### src/rtl/vr_traffic_gen_pkg.sv
// ---------------------------------------------------------------------------
// vr_pkg : shared types and constants for the valid/ready traffic generator.
//   vr_state_e  - generator FSM states
//   LFSR_W      - width of the gap LFSR
//   LFSR_TAPS   - Galois feedback mask for taps 16,14,13,11 (right-shifting)
// ---------------------------------------------------------------------------
package vr_pkg;

    typedef enum logic [1:0] {
        IDLE = 2'd0,
        WAIT = 2'd1,
        SEND = 2'd2,
        DONE = 2'd3
    } vr_state_e;

    localparam int              LFSR_W    = 16;
    // Bits 15,13,12,10 correspond to polynomial taps 16,14,13,11.
    localparam logic [LFSR_W-1:0] LFSR_TAPS = 16'hB400;

endpackage

### src/rtl/vr_traffic_gen_if.sv
// ---------------------------------------------------------------------------
// vr_traffic_gen_if : valid/ready stream link.
//   valid - source has a word on data
//   ready - sink accepts the word this cycle
//   data  - payload, DATA_W bits
// Modports: master (drives valid/data), slave (drives ready).
// ---------------------------------------------------------------------------
interface vr_traffic_gen_if #(
    parameter int DATA_W = 8
) ();
    logic              valid;
    logic              ready;
    logic [DATA_W-1:0] data;

    modport master (output valid, output data, input ready);
    modport slave  (input valid, input data, output ready);
endinterface

### src/rtl/vr_traffic_gen_lfsr.sv
// ---------------------------------------------------------------------------
// vr_lfsr : right-shifting Galois LFSR that advances only when step is high.
//   clk   - clock
//   reset - asynchronous, active-low; loads SEED
//   step  - advance one state this cycle
//   value - current LFSR state
// SEED must be non-zero or the register locks up at zero.
// ---------------------------------------------------------------------------
module vr_lfsr
    import vr_pkg::*;
#(
    parameter int               WIDTH = LFSR_W,
    parameter logic [WIDTH-1:0] SEED  = 16'hACE1,
    parameter logic [WIDTH-1:0] TAPS  = LFSR_TAPS
) (
    input  logic             clk,
    input  logic             reset,
    input  logic             step,
    output logic [WIDTH-1:0] value
);

    always_ff @(posedge clk or negedge reset) begin
        if (!reset)
            value <= SEED;
        else if (step)
            value <= {1'b0, value[WIDTH-1:1]} ^ ({WIDTH{value[0]}} & TAPS);
    end

endmodule

### src/rtl/vr_traffic_gen.sv
// ---------------------------------------------------------------------------
// vr_traffic_gen : valid/ready stream source for link bring-up and stress.
// Emits num_txn incrementing words starting at data_start, each preceded by
// an idle gap that is either fixed_delay or an LFSR draw in 0..MAX_DELAY.
//   clk, reset   - clock, asynchronous active-low reset
//   start / stop - one-cycle pulses; start a run when idle / end it early
//   rand_en      - 0: fixed gap, 1: random gap
//   fixed_delay  - gap length used when rand_en=0
//   num_txn      - transfers per run, 0 = unlimited (latched on start)
//   data_start   - first data word (latched on start)
//   link         - master side of the valid/ready link
//   busy         - run in progress
//   done         - one-cycle pulse at the end of a run
//   txn_count    - completed transfers in the current/last run
// ---------------------------------------------------------------------------
module vr_traffic_gen
    import vr_pkg::*;
#(
    parameter int                DATA_W    = 8,
    parameter int                CNT_W     = 16,
    parameter int                MAX_DELAY = 5,
    parameter logic [LFSR_W-1:0] LFSR_SEED = 16'hACE1
) (
    input  logic               clk,
    input  logic               reset,
    input  logic               start,
    input  logic               stop,
    input  logic               rand_en,
    input  logic [3:0]         fixed_delay,
    input  logic [CNT_W-1:0]   num_txn,
    input  logic [DATA_W-1:0]  data_start,
    vr_traffic_gen_if.master   link,
    output logic               busy,
    output logic               done,
    output logic [CNT_W-1:0]   txn_count
);

    vr_state_e          state, state_n;
    logic [3:0]         dcnt, dcnt_n;
    logic [CNT_W-1:0]   cnt, cnt_n;
    logic [DATA_W-1:0]  data_q, data_n;
    logic [CNT_W-1:0]   num_q, num_n;
    logic               pend, pend_n;     // stop seen while holding valid
    logic               step;
    logic [LFSR_W-1:0]  lfsr_val;
    logic [3:0]         rnd_gap;
    logic [3:0]         gap;
    logic               lfsr_unused;

    vr_lfsr #(
        .WIDTH (LFSR_W),
        .SEED  (LFSR_SEED),
        .TAPS  (LFSR_TAPS)
    ) u_lfsr (
        .clk   (clk),
        .reset (reset),
        .step  (step),
        .value (lfsr_val)
    );

    // Only the low byte feeds the gap draw.
    assign lfsr_unused = ^lfsr_val[LFSR_W-1:8];
    assign rnd_gap     = 4'(lfsr_val[7:0] % 8'(MAX_DELAY + 1));
    // Config sampled live: whatever rand_en/fixed_delay are at the draw.
    assign gap         = rand_en ? rnd_gap : fixed_delay;

    // Next-state and datapath. Every draw (start or a non-final transfer)
    // pulses step so the LFSR advances exactly once per gap.
    always_comb begin
        state_n = state;
        dcnt_n  = dcnt;
        cnt_n   = cnt;
        data_n  = data_q;
        num_n   = num_q;
        pend_n  = pend;
        step    = 1'b0;
        case (state)
            IDLE: begin
                // stop is deliberately ignored here, even alongside start.
                if (start) begin
                    num_n  = num_txn;
                    cnt_n  = '0;
                    data_n = data_start;
                    pend_n = 1'b0;
                    step   = 1'b1;
                    if (gap == 4'd0) begin
                        state_n = SEND;
                    end else begin
                        state_n = WAIT;
                        dcnt_n  = gap;
                    end
                end
            end
            WAIT: begin
                if (stop) begin
                    state_n = DONE;
                end else begin
                    dcnt_n = dcnt - 4'd1;
                    if (dcnt == 4'd1)
                        state_n = SEND;
                end
            end
            SEND: begin
                if (stop)
                    pend_n = 1'b1;
                if (link.ready) begin
                    cnt_n  = cnt + CNT_W'(1);
                    data_n = data_q + DATA_W'(1);
                    if (((num_q != '0) && (cnt_n == num_q)) || stop || pend) begin
                        state_n = DONE;
                    end else begin
                        step = 1'b1;
                        if (gap != 4'd0) begin
                            state_n = WAIT;
                            dcnt_n  = gap;
                        end
                    end
                end
            end
            DONE: begin
                state_n = IDLE;
                pend_n  = 1'b0;
            end
            default: state_n = IDLE;
        endcase
    end

    always_ff @(posedge clk or negedge reset) begin
        if (!reset) begin
            state  <= IDLE;
            dcnt   <= '0;
            cnt    <= '0;
            data_q <= '0;
            num_q  <= '0;
            pend   <= 1'b0;
        end else begin
            state  <= state_n;
            dcnt   <= dcnt_n;
            cnt    <= cnt_n;
            data_q <= data_n;
            num_q  <= num_n;
            pend   <= pend_n;
        end
    end

    // All outputs decode registered state, so valid never sees ready.
    assign link.valid = (state == SEND);
    assign link.data  = data_q;
    assign busy       = (state == WAIT) || (state == SEND);
    assign done       = (state == DONE);
    assign txn_count  = cnt;

endmodule

### src/flat_wrapper.sv
// flat-port wrapper written by rule: the top's interface ports become plain ports
module vr_traffic_gen_flat import vr_pkg::*;
#(
    parameter int                DATA_W    = 8,
    parameter int                CNT_W     = 16,
    parameter int                MAX_DELAY = 5,
    parameter logic [LFSR_W-1:0] LFSR_SEED = 16'hACE1
)
  (clk, reset, start, stop, rand_en, fixed_delay, num_txn, data_start, busy, done, txn_count, link_valid, link_data, link_ready);
  vr_traffic_gen_if #(.DATA_W(DATA_W)) link_i ();
  input  logic clk;
  input  logic reset;
  input  logic start;
  input  logic stop;
  input  logic rand_en;
  input  logic [3:0] fixed_delay;
  input  logic [CNT_W-1:0] num_txn;
  input  logic [DATA_W-1:0] data_start;
  output logic busy;
  output logic done;
  output logic [CNT_W-1:0] txn_count;
  output wire logic [$bits(link_i.valid)-1:0] link_valid;
  output wire logic [$bits(link_i.data)-1:0] link_data;
  input wire logic [$bits(link_i.ready)-1:0] link_ready;
  assign link_valid = link_i.valid;
  assign link_data = link_i.data;
  assign link_i.ready = link_ready;
  vr_traffic_gen #(.DATA_W(DATA_W), .CNT_W(CNT_W), .MAX_DELAY(MAX_DELAY), .LFSR_SEED(LFSR_SEED)) u_core (.clk(clk), .reset(reset), .start(start), .stop(stop), .rand_en(rand_en), .fixed_delay(fixed_delay), .num_txn(num_txn), .data_start(data_start), .link(link_i), .busy(busy), .done(done), .txn_count(txn_count));
endmodule
### config.mk
export PLATFORM = sky130hd
export DESIGN_NAME = vr_traffic_gen_flat
export DESIGN_NICKNAME = d
export VERILOG_FILES = /design/src/rtl/vr_traffic_gen_pkg.sv /design/src/rtl/vr_traffic_gen_if.sv /design/src/rtl/vr_traffic_gen_lfsr.sv /design/src/rtl/vr_traffic_gen.sv /design/src/flat_wrapper.sv
export SDC_FILE = /design/constraint.sdc
export NUM_CORES = 1
export LEC_CHECK = 0
export ABC_AREA = 1
export BUFFER_PORTS_ARGS = -buffer_cell sky130_fd_sc_hd__buf_4
export CELL_PAD_IN_SITES_DETAIL_PLACEMENT = 1
export CELL_PAD_IN_SITES_GLOBAL_PLACEMENT = 1
export CORE_MARGIN = 2
export CORE_UTILIZATION = 34
export DETAILED_ROUTE_END_ITERATION = 10
export PLACE_DENSITY_LB_ADDON = 0.15
export SLEW_MARGIN = 20
export SYNTH_ARGS = -nofsm -noshare
export SYNTH_HDL_FRONTEND = slang
export SYNTH_SLANG_ARGS = --single-unit
### constraint.sdc
create_clock -name clk -period 2.05 [get_ports clk]
set_input_delay 0.1025 -clock clk [delete_from_list [all_inputs] [get_ports clk]]
set_output_delay 0.1025 -clock clk [all_outputs]
set_load 0.05 [all_outputs]
After elaboration in Yosys (flattened, before gate mapping)
Index checks and enable logic that the tools add are counted.

word-level totals
  register bits after elaboration = 63
  input bits = 34
  output and inout bits = 27
  word-level logic and storage cells = 71

cells by class
  $add $sub $neg = 3
  divide/modulo/power cells = 1
  equal/unequal tests = 14
  muxes and demuxes = 29
  bitwise gates (word level) = 1
  reduce and logical (&&, ||, !) cells = 16

operators by type and width
  cell                                                                     count
  16-bit 2-to-1 mux                                                        2
  16-bit case mux with 2 select lines                                      1
  4-bit 2-to-1 mux                                                         7
  16-bit by 1-bit adder with 16-bit output (second input constant)         1
  16-bit == test                                                           1
  8-bit 2-to-1 mux                                                         2
  8-bit case mux with 2 select lines                                       1
  16-bit nonzero test                                                      1
  15-bit by 16-bit XOR with 16-bit output                                  1
  2-bit 2-to-1 mux                                                         7
  4-bit case mux with 3 select lines                                       1
  2-bit != test (second input constant)                                    5
  8-bit by 1-bit adder with 8-bit output (second input constant)           1
  8-bit by 3-bit remainder unit with 8-bit output (second input constant)  1
  2-bit case mux with 4 select lines                                       1
  7-bit AND reduction                                                      1
  3-bit AND reduction                                                      2
  3-bit nonzero test                                                       2
  1-bit 2-to-1 mux                                                         5
  2-bit == test (second input constant)                                    2
  4-bit by 1-bit == test with 1-bit output (second input constant)         1
  4-bit logical NOT                                                        1
  2-bit by 1-bit != test with 1-bit output (second input constant)         2
  4-bit AND reduction                                                      1
  other kinds (12)                                                         14

Logic depth before layout (Yosys ltp)
Gate-level depths: netlist of run 1.

  depth in word-level cells = 8
  gate-level depth with buffers = 22
  mapped depth without buffers = 22

Cells and area by module
A second synthesis of run 1 with hierarchy kept.

unflattened totals
  cell total of the unflattened synthesis = 519
  area, all modules = 3,861.2 um^2

by module, submodules not included
  module          times used  cells an instance  area an instance (um^2)  sequential area each (um^2)
  vr_traffic_gen  1           445                3,189.3                  1,176.1
  vr_lfsr         1           74                 671.9                    410.4

Worst setup path before layout of run 1
Ideal clock, no wire load.

  path kind = flip-flop to flip-flop
  start point = register u_core.cnt[0], in the netlist u_core.txn_count[0]
  end point = register u_core.u_lfsr.value[9]
  setup time = 0.120 ns
  data arrival time = 2.465 ns
  required time = 1.930 ns
  slack = -0.534 ns
  cell stages (with the launch flop) = 18
  buffers on the path = 1
  clock period less this slack = 2.584 ns
  cells stage by stage = dfrtp_1 ha_1 nand2_1 nor2_4 nand3_1 nor2_1 nand3_1 nand3_1 o21ai_1 nor2_1 nand2_1 nor2_1 nand3_2 nand2_2 o21ai_4 buf_6 nor2_1 a21oi_2

on the way
  word-level cells in the longest chain between the ends = 8

ends and longest elaborated chain
  what                                      RTL line                   source
  start, declared                           vr_traffic_gen.sv:40       logic [CNT_W-1:0] cnt, cnt_n;
  start signal, assigned                    vr_traffic_gen.sv:139      cnt <= cnt_n;
  16-bit by 1-bit adder with 16-bit output  vr_traffic_gen.sv:107      cnt_n = cnt + CNT_W'(1);
  16-bit == test                            vr_traffic_gen.sv:109      if (((num_q != '0) && (cnt_n == num_q)) || stop || pend) begin
  1-bit logical AND                         vr_traffic_gen.sv:109
  1-bit logical OR (2 in series)            vr_traffic_gen.sv:109
  1-bit 2-to-1 mux                          vr_traffic_gen.sv:109
  1-bit 2-to-1 mux                          vr_traffic_gen.sv:106      if (link.ready) begin
  1-bit case mux with 2 select lines        vr_traffic_gen.sv:77       case (state)
  end signal, assigned                      vr_traffic_gen_lfsr.sv:26  value <= {1'b0, value[WIDTH-1:1]} ^ ({WIDTH{value[0]}} & TAPS);
  end, declared                             vr_traffic_gen_lfsr.sv:19  output logic [WIDTH-1:0] value

No other way between the ends.
A chain may end at the register's enable or synchronous reset.

Worst setup path after layout of run 1
  start point = register u_core.u_lfsr.value[7]
  end point = register u_core.state[1]

on the way
  word-level cells in the longest chain between the ends = 6
  elaborated cells between the ends (all ways) = 9
  classes of those cells = div: 1; eq/ne: 1; mux: 4; reduce/logical: 3

ends and longest elaborated chain
  what                                               RTL line               source
  8-bit by 3-bit remainder unit with 8-bit output *  vr_traffic_gen.sv:63   assign rnd_gap = 4'(lfsr_val[7:0] % 8'(MAX_DELAY + 1));
  4-bit 2-to-1 mux *                                 vr_traffic_gen.sv:65   assign gap = rand_en ? rnd_gap : fixed_delay;
  4-bit logical NOT                                  vr_traffic_gen.sv:86   if (gap == 4'd0) begin
  2-bit 2-to-1 mux                                   vr_traffic_gen.sv:86
  2-bit 2-to-1 mux                                   vr_traffic_gen.sv:80   if (start) begin
  2-bit case mux with 4 select lines                 vr_traffic_gen.sv:77
  end signal, assigned                               vr_traffic_gen.sv:137  state <= state_n;
  end, declared                                      vr_traffic_gen.sv:38   vr_state_e state, state_n;

Every way passes the cells marked *; elsewhere a longest branch is shown, timed or not. The select of a mux whose other input is x is not followed.

==> results of run 1 <==
-- per-stage QoR --
stage / TNS, ps / power [mW]
floorplan: -4450 / 4.96
global placement: -6590 / 6.28
detailed placement: -8660 / 6.46
CTS: -7980 / 8.25
global route: -11920 / 9.36
finish: -7760 / 8.70
-- sequential cells by signal (all words and copies together) (netlist names) --
signal and cells:
u_core.pend 1, u_core.num_q 16, u_core.state 2, u_core.dcnt 4, u_core.u_lfsr.value 16, u_core.txn_count 16
u_core.link.data 8
-- what timing repair did --
item,4_1_cts,5_1_grt
hold buffers,4,0
resized for setup,21,38
pin swaps,25,20
cloned,1,1
hold endpoints to repair,58,0
setup endpoints to repair,22,33
setup buffers,11,9
-- cell usage in the layout, fill, tap and decap left out, drive strengths merged, types with 3 or more instances in the layout --
cell type | netlist | routed
inv | 67 | 67
dfstp | 8 | 8
nand4 | 10 | 10
xor2 | 15 | 15
nor3 | 7 | 7
nor2 | 52 | 52
clkinv | 1 | 3
buf | 4 | 150
nand2 | 141 | 141
ha | 9 | 9
o22ai | 9 | 9
nand3 | 48 | 48
mux2 | 4 | 4
xnor2 | 3 | 3
dlygate4sd3 | 0 | 4
dfrtp | 55 | 55
o21ai | 46 | 46
a21oi | 25 | 25
clkbuf | 7 | 14
-- worst paths after layout --
check | start | to | slack, ps
setup / recovery | u_core.u_lfsr.value[7] | u_core.state[1] | -460
hold / removal | num_txn[2] | u_core.num_q[2] | 10
setup reg to reg | u_core.u_lfsr.value[7] | u_core.state[1] | -460
hold reg to reg | u_core.u_lfsr.value[12] | u_core.u_lfsr.value[11] | 500
max in group asynchronous | reset | u_core.txn_count[9] | 1040
min in group asynchronous | reset | u_core.txn_count[0] | 420
-- layout make-up --
| type | count | area [um^2] |
|---|---|---|
| flip-flops and latches | 63 | 1600 |
| clock buffers | 13 | 260 |
| clock inverters | 3 | 17.5 |
| inverters | 68 | 258 |
| repair buffers | 155 | 1270 |
| well taps | 143 | 179 |
| multi-input cells | 376 | 2320 |
| fillers | 1373 | 5370 |
-- report_power, final --
| part | internal, mW | switching (mW) | leakage [nW] | total (mW) |
|---|---|---|---|---|
| registers | 1.75 | 0.411 | 0.751 | 2.16 |
| logic | 2.19 | 2.92 | 1.97 | 5.10 |
| clock network | 0.881 | 0.556 | 0.136 | 1.44 |
| total | 4.82 | 3.88 | 2.86 | 8.70 |
-- worst register-to-register path: stages (launching register included) --
cell and delay (ps):
dfstp_2 590, inv_4 70, nand3_2 90, nand2_2 60, nand2_2 100, nand4_1 170
nand3_2 140, nand2_4 60, nand2_2 90, inv_2 50, ha_4 160, inv_2 60
nand3_2 70, nand2_1 60, nor2_1 40, nor2_1 120, nand2_1 110, nor2_4 150
nand3_4 110, nand2_2 80, nand2_1 50, nand2_1 50
-- routing by layer --
layer	track usage, %	vias up	part of all wire, %
li1	-	1985	-
met1	25.3	1945	44
met2	37.0	45	52
met3	3.01	19	2.2
met4	6.42	0	1.9
met5	0	-	0
-- cells by family after synthesis --
logic type | share of synthesized area, %
xor gates and xnor gates | 4.24
DFF | 40.7
buffers and inverters | 8.19
adders and majority gates | 2.89
and+or+nand+nor | 29.3
muxes | 1.16
AOI/OAI and AO/OA | 13.5
==> flow_metrics.env, run 1 <==
export IMPL_drc_errors=0
export IMPL_setup_slack_ps=-460
export IMPL_grt_pass1_vias=4315
export IMPL_die_w_um=111
export IMPL_syn_nets=561
export IMPL_ir_worst_vdd_mv=0.683
export IMPL_hold_depth=2
export IMPL_cts_root_buf="clkbuf_16"
export IMPL_hpwl_um=8780
export IMPL_overflow=0
export IMPL_critPathSlowestCell="dfstp_2"
export IMPL_critical_path_cell_count=21
export IMPL_end_kind="register"
export IMPL_hp_class="in -> reg"
export IMPL_power_density_nw_per_um2=1470
export IMPL_clkTransAtPathRegs_ps=50
export IMPL_synth_top_area_share_pct=35.3
export IMPL_yosysMostFrequentCell="nand2_1"
export IMPL_avgViaCountPerCell=4.86
export IMPL_place_area_um2=5140
export IMPL_period_share_pct=122
export IMPL_drv_slew=0
export IMPL_final_layout_size_suffix_gt1_share_pct=42.3
export IMPL_synth_area_um2=3890
export IMPL_cts_tree="done"
export IMPL_final_net_count=716
export IMPL_post_route_util_pct=52.4
export IMPL_die_area_um2=12300
export IMPL_max_stage_delay_ps=590
export IMPL_synth_edff_count=0
export IMPL_wl_per_cell_um=15.3
export IMPL_synth_cells=518
export IMPL_relSlewSlack_pct=44.1
export IMPL_crit_family="simple AND/OR/NAND/NOR gates"
export IMPL_cts_sinks=63
export IMPL_antennaDiodeCount=0
export IMPL_cts_max_level=3
export IMPL_failed_checks="negative setup slack"
export IMPL_start_kind="register"
export IMPL_grt_max_degree=64
export IMPL_finalSetupViolCount=22
export IMPL_cts_buffers=9
export IMPL_finalInstanceArea_um2=5910
export IMPL_hold_slack_ps=13.0
export IMPL_portBuffers=60
export IMPL_drt_total_wl_um=12600
export IMPL_routabilityCongestion=0.787
export IMPL_r2r_cells=21
export IMPL_grt_setup_unrepaired="true"
export IMPL_yosys_warnings=0
export IMPL_worst_slew_pin_slew_ps=839
export IMPL_fin_cells=821
export IMPL_initial_core_util_pct=34.5
export IMPL_ys_types=36
export IMPL_synth_commonest_cells="nand2_1 (136), inv_1 (62), dfrtp_1 (55)"
export IMPL_finClkSkew_ps=7.05
export IMPL_async_reset_ff_share_pct=100
export IMPL_avgSynthCellArea_um2=7.52
export IMPL_area_delta_synth_final_pct=51.7
export IMPL_cap_violations=0
export IMPL_grtUsageTotal_pct=20.5
export IMPL_antenna_found_initial=0
export IMPL_ant_nets=0
export IMPL_clock_fmax_ghz=0.398
export IMPL_clk_latency_ps=330
export IMPL_grt_pass1_wl_um=20600
export IMPL_coreArea_um2=11300
export IMPL_io_pins=61
export IMPL_cp_arrival_ps=2780
export IMPL_crit_buf_inv=3
export IMPL_place_ws_ps=-447
export IMPL_die_y_um=111
export IMPL_status="complete, but fails checks"
export IMPL_yosysTopAreaCell="dfrtp_1"
export IMPL_dr_pass1_iters=4
export IMPL_ys_seq_area_share_pct=40.7
export IMPL_ys_flop_type="dfrtp_1"
export IMPL_clk_path_buf_depth=2
export IMPL_leakagePower_nw=2.86
export IMPL_rows=39
export IMPL_required_ps=2320
export IMPL_ys_ff_latch=63
export IMPL_dp_cells=780
export IMPL_dr_first_iter_drc_count=126
export IMPL_vias=3994
export IMPL_path_class="reg -> reg"
export IMPL_hold_viol=0
export IMPL_cp_max_fo=4
export IMPL_period_minus_slack_ps=2510
export IMPL_crit_chain="inv_4 > nand3_2 > nand2_2 > nand2_2 > nand4_1 > nand3_2 > nand2_4 > nand2_2 > inv_2 > ha_4 > inv_2 > nand3_2 > nand2_1 > nor2_1 > nor2_1 > nand2_1 > nor2_4 > nand3_4 > nand2_2 > nand2_1 > nand2_1"
export IMPL_yosys_top_cells_area="dfrtp_1 (35%), nand2_1 (13%), inv_1 (6.0%)"
Power figures use the tool's default switching activity.
==> run 2, diff against run 1 <==
- REMOVE_ABC_BUFFERS: default -> 1
==> run 2 against run 1 <==
Against the previous run: global-route usage up 1.3 points; the flow still finishes with violations (negative setup slack); combinational power increased by 6.1%; largest cell class unchanged; critical path type unchanged; hold slack worse by 5.1 ps; sequential power about the same; die area unchanged; first-iteration DRC count shrank 13%; sequential cell count did not move; critical endpoint is now u_core.u_lfsr.value[2]; routed wire length increased by 4.8%; clock power up 7%; sequential share of layout area fell by 0.63 points; non-clock buffer count increased by 6.
==> flow_metrics.env, run 2 (synthesis results as in run 1) <==
export IMPL_status="complete, but fails checks"
export IMPL_failed_checks="negative setup slack"
export IMPL_required_ps=2270
export IMPL_cts_tree="done"
export IMPL_area_delta_synth_final_pct=54.0
export IMPL_relSlewSlack_pct=44.5
export IMPL_leakagePower_nw=2.91
export IMPL_setup_slack_ps=-491
export IMPL_start_kind="register"
export IMPL_ant_nets=0
export IMPL_end_kind="register"
export IMPL_rows=39
export IMPL_dr_pass1_iters=4
export IMPL_power_density_nw_per_um2=1520
export IMPL_finalSetupViolCount=22
export IMPL_cp_arrival_ps=2770
export IMPL_cts_max_level=3
export IMPL_crit_chain="inv_2 > nor3_4 > nand2_4 > xor2_2 > xor2_1 > nand2_1 > nor2_2 > nand3_2 > nand2_4 > o21ai_4 > buf_12 > buf_8 > nand2_1 > o21ai_2"
export IMPL_worst_slew_pin_slew_ps=832
export IMPL_die_area_um2=12300
export IMPL_portBuffers=60
export IMPL_antenna_found_initial=0
export IMPL_die_w_um=111
export IMPL_clk_path_buf_depth=2
export IMPL_grtUsageTotal_pct=21.8
export IMPL_path_class="reg -> reg"
export IMPL_hpwl_um=9090
export IMPL_max_stage_delay_ps=390
export IMPL_clk_latency_ps=340
export IMPL_hold_slack_ps=7.88
export IMPL_wl_per_cell_um=15.9
export IMPL_io_pins=61
export IMPL_drv_slew=0
export IMPL_routabilityCongestion=0.809
export IMPL_final_layout_size_suffix_gt1_share_pct=43.4
export IMPL_finClkSkew_ps=6.62
export IMPL_grt_pass1_wl_um=21700
export IMPL_crit_family="simple AND/OR/NAND/NOR gates"
export IMPL_avgViaCountPerCell=4.86
export IMPL_grt_pass1_vias=4459
export IMPL_drt_total_wl_um=13100
export IMPL_vias=4023
export IMPL_place_ws_ps=-563
export IMPL_antennaDiodeCount=0
export IMPL_grt_setup_unrepaired="true"
export IMPL_final_cell_mix="buf_4 (147), nand2_1 (109), inv_1 (56)"
export IMPL_cts_root_buf="clkbuf_16"
export IMPL_initial_core_util_pct=34.5
export IMPL_ir_worst_vdd_mv=0.820
export IMPL_drc_errors=0
export IMPL_critPathSlowestCell="dfrtp_1"
export IMPL_coreArea_um2=11300
export IMPL_cts_buffers=9
export IMPL_finalPower_mw=9.09
export IMPL_clkTransAtPathRegs_ps=60
export IMPL_overflow=0
export IMPL_cap_violations=0
export IMPL_grt_max_degree=64
export IMPL_cp_max_fo=10
export IMPL_hold_viol=0
export IMPL_die_y_um=111
export IMPL_period_minus_slack_ps=2540
export IMPL_crit_buf_inv=3
export IMPL_cts_sinks=63
export IMPL_final_net_count=722
export IMPL_period_share_pct=124
export IMPL_hp_class="in -> reg"
export IMPL_dr_first_iter_drc_count=109
export IMPL_clock_fmax_ghz=0.394
export IMPL_final_common_cell="buf_4"
[run 2: cell count changes in the layout (fill, tap and decap cells not counted), sizes merged]
cell         before  now
buf             150  157
clkbuf           14   10
dlygate4sd3       4    3
clkinv            3    5
bufinv            0    1
inv              67   68
[run 2: power by group]
part           leakage, nW  total [mW]  switching, mW  internal [mW]
registers            0.767        2.14          0.388           1.75
clock network        0.145        1.54          0.602          0.942
logic                 2.00        5.41           3.06           2.35
total                 2.91        9.09           4.05           5.04
[run 2: final cells by class]
type	instances	area, um^2
multi-input cells	376	2340
inverters	68	260
fillers	1386	5270
clock buffers	9	225
repair buffers	161	1340
flip-flops and latches	63	1590
clock inverters	7	73.8
well taps	143	179
[run 2: final timing paths]
| kind | from | to | slack, ps | depth (start not counted) |
|---|---|---|---|---|
| setup reg to reg | u_core.txn_count[0] | u_core.u_lfsr.value[2] | -490 | 14 |
| hold / removal | data_start[6] | u_core.link.data[6] | 8 | 3 |
| hold reg to reg | u_core.u_lfsr.value[8] | u_core.u_lfsr.value[7] | 500 | 2 |
| min in group asynchronous | reset | u_core.num_q[5] | 410 | 2 |
| max in group asynchronous | reset | u_core.u_lfsr.value[12] | 1090 | 2 |
| setup / recovery | u_core.txn_count[0] | u_core.u_lfsr.value[2] | -490 | 14 |
[run 2: what timing repair did]
item,4_1_cts,5_1_grt
buffers inserted,10,9
endpoints found under the hold margin,57,0
hold buffers,3,0
cloned,1,1
gates resized for setup,53,54
pin swaps,17,36
setup endpoints to repair,26,29
[run 2: worst register-to-register path, delay by kind of cell, from the launching register on]
family                    cells  cell delay [ps]
and+or+nand+nor               7             1030
xor gates and xnor gates      2              500
DFF                           1              390
buffers and inverters         3              380
AOI/OAI and AO/OA             2              120
[run 2: routing by layer]
metal / wire length (um) / vias up / GRT usage (%)
li1: - / 2005 / -
met1: 5560 / 1956 / 25.6
met2: 7030 / 46 / 40.1
met3: 360 / 16 / 4.48
met4: 203 / 0 / 6.17
met5: 0 / - / 0
[run 2: metrics by stage]
| step | std cells | area (um^2) | TNS, ps | utilization, % |
|---|---|---|---|---|
| finish | 827 | 6000 | -9670 | 53.2 |
| global placement | 787 | 5050 | -7290 | 44.8 |
| CTS | 817 | 5700 | -8220 | 50.5 |
| detailed placement | 787 | 5050 | -9880 | 44.8 |
| floorplan | 507 | 3830 | -36420 | - |
| global route | 827 | 6000 | -13270 | 53.2 |
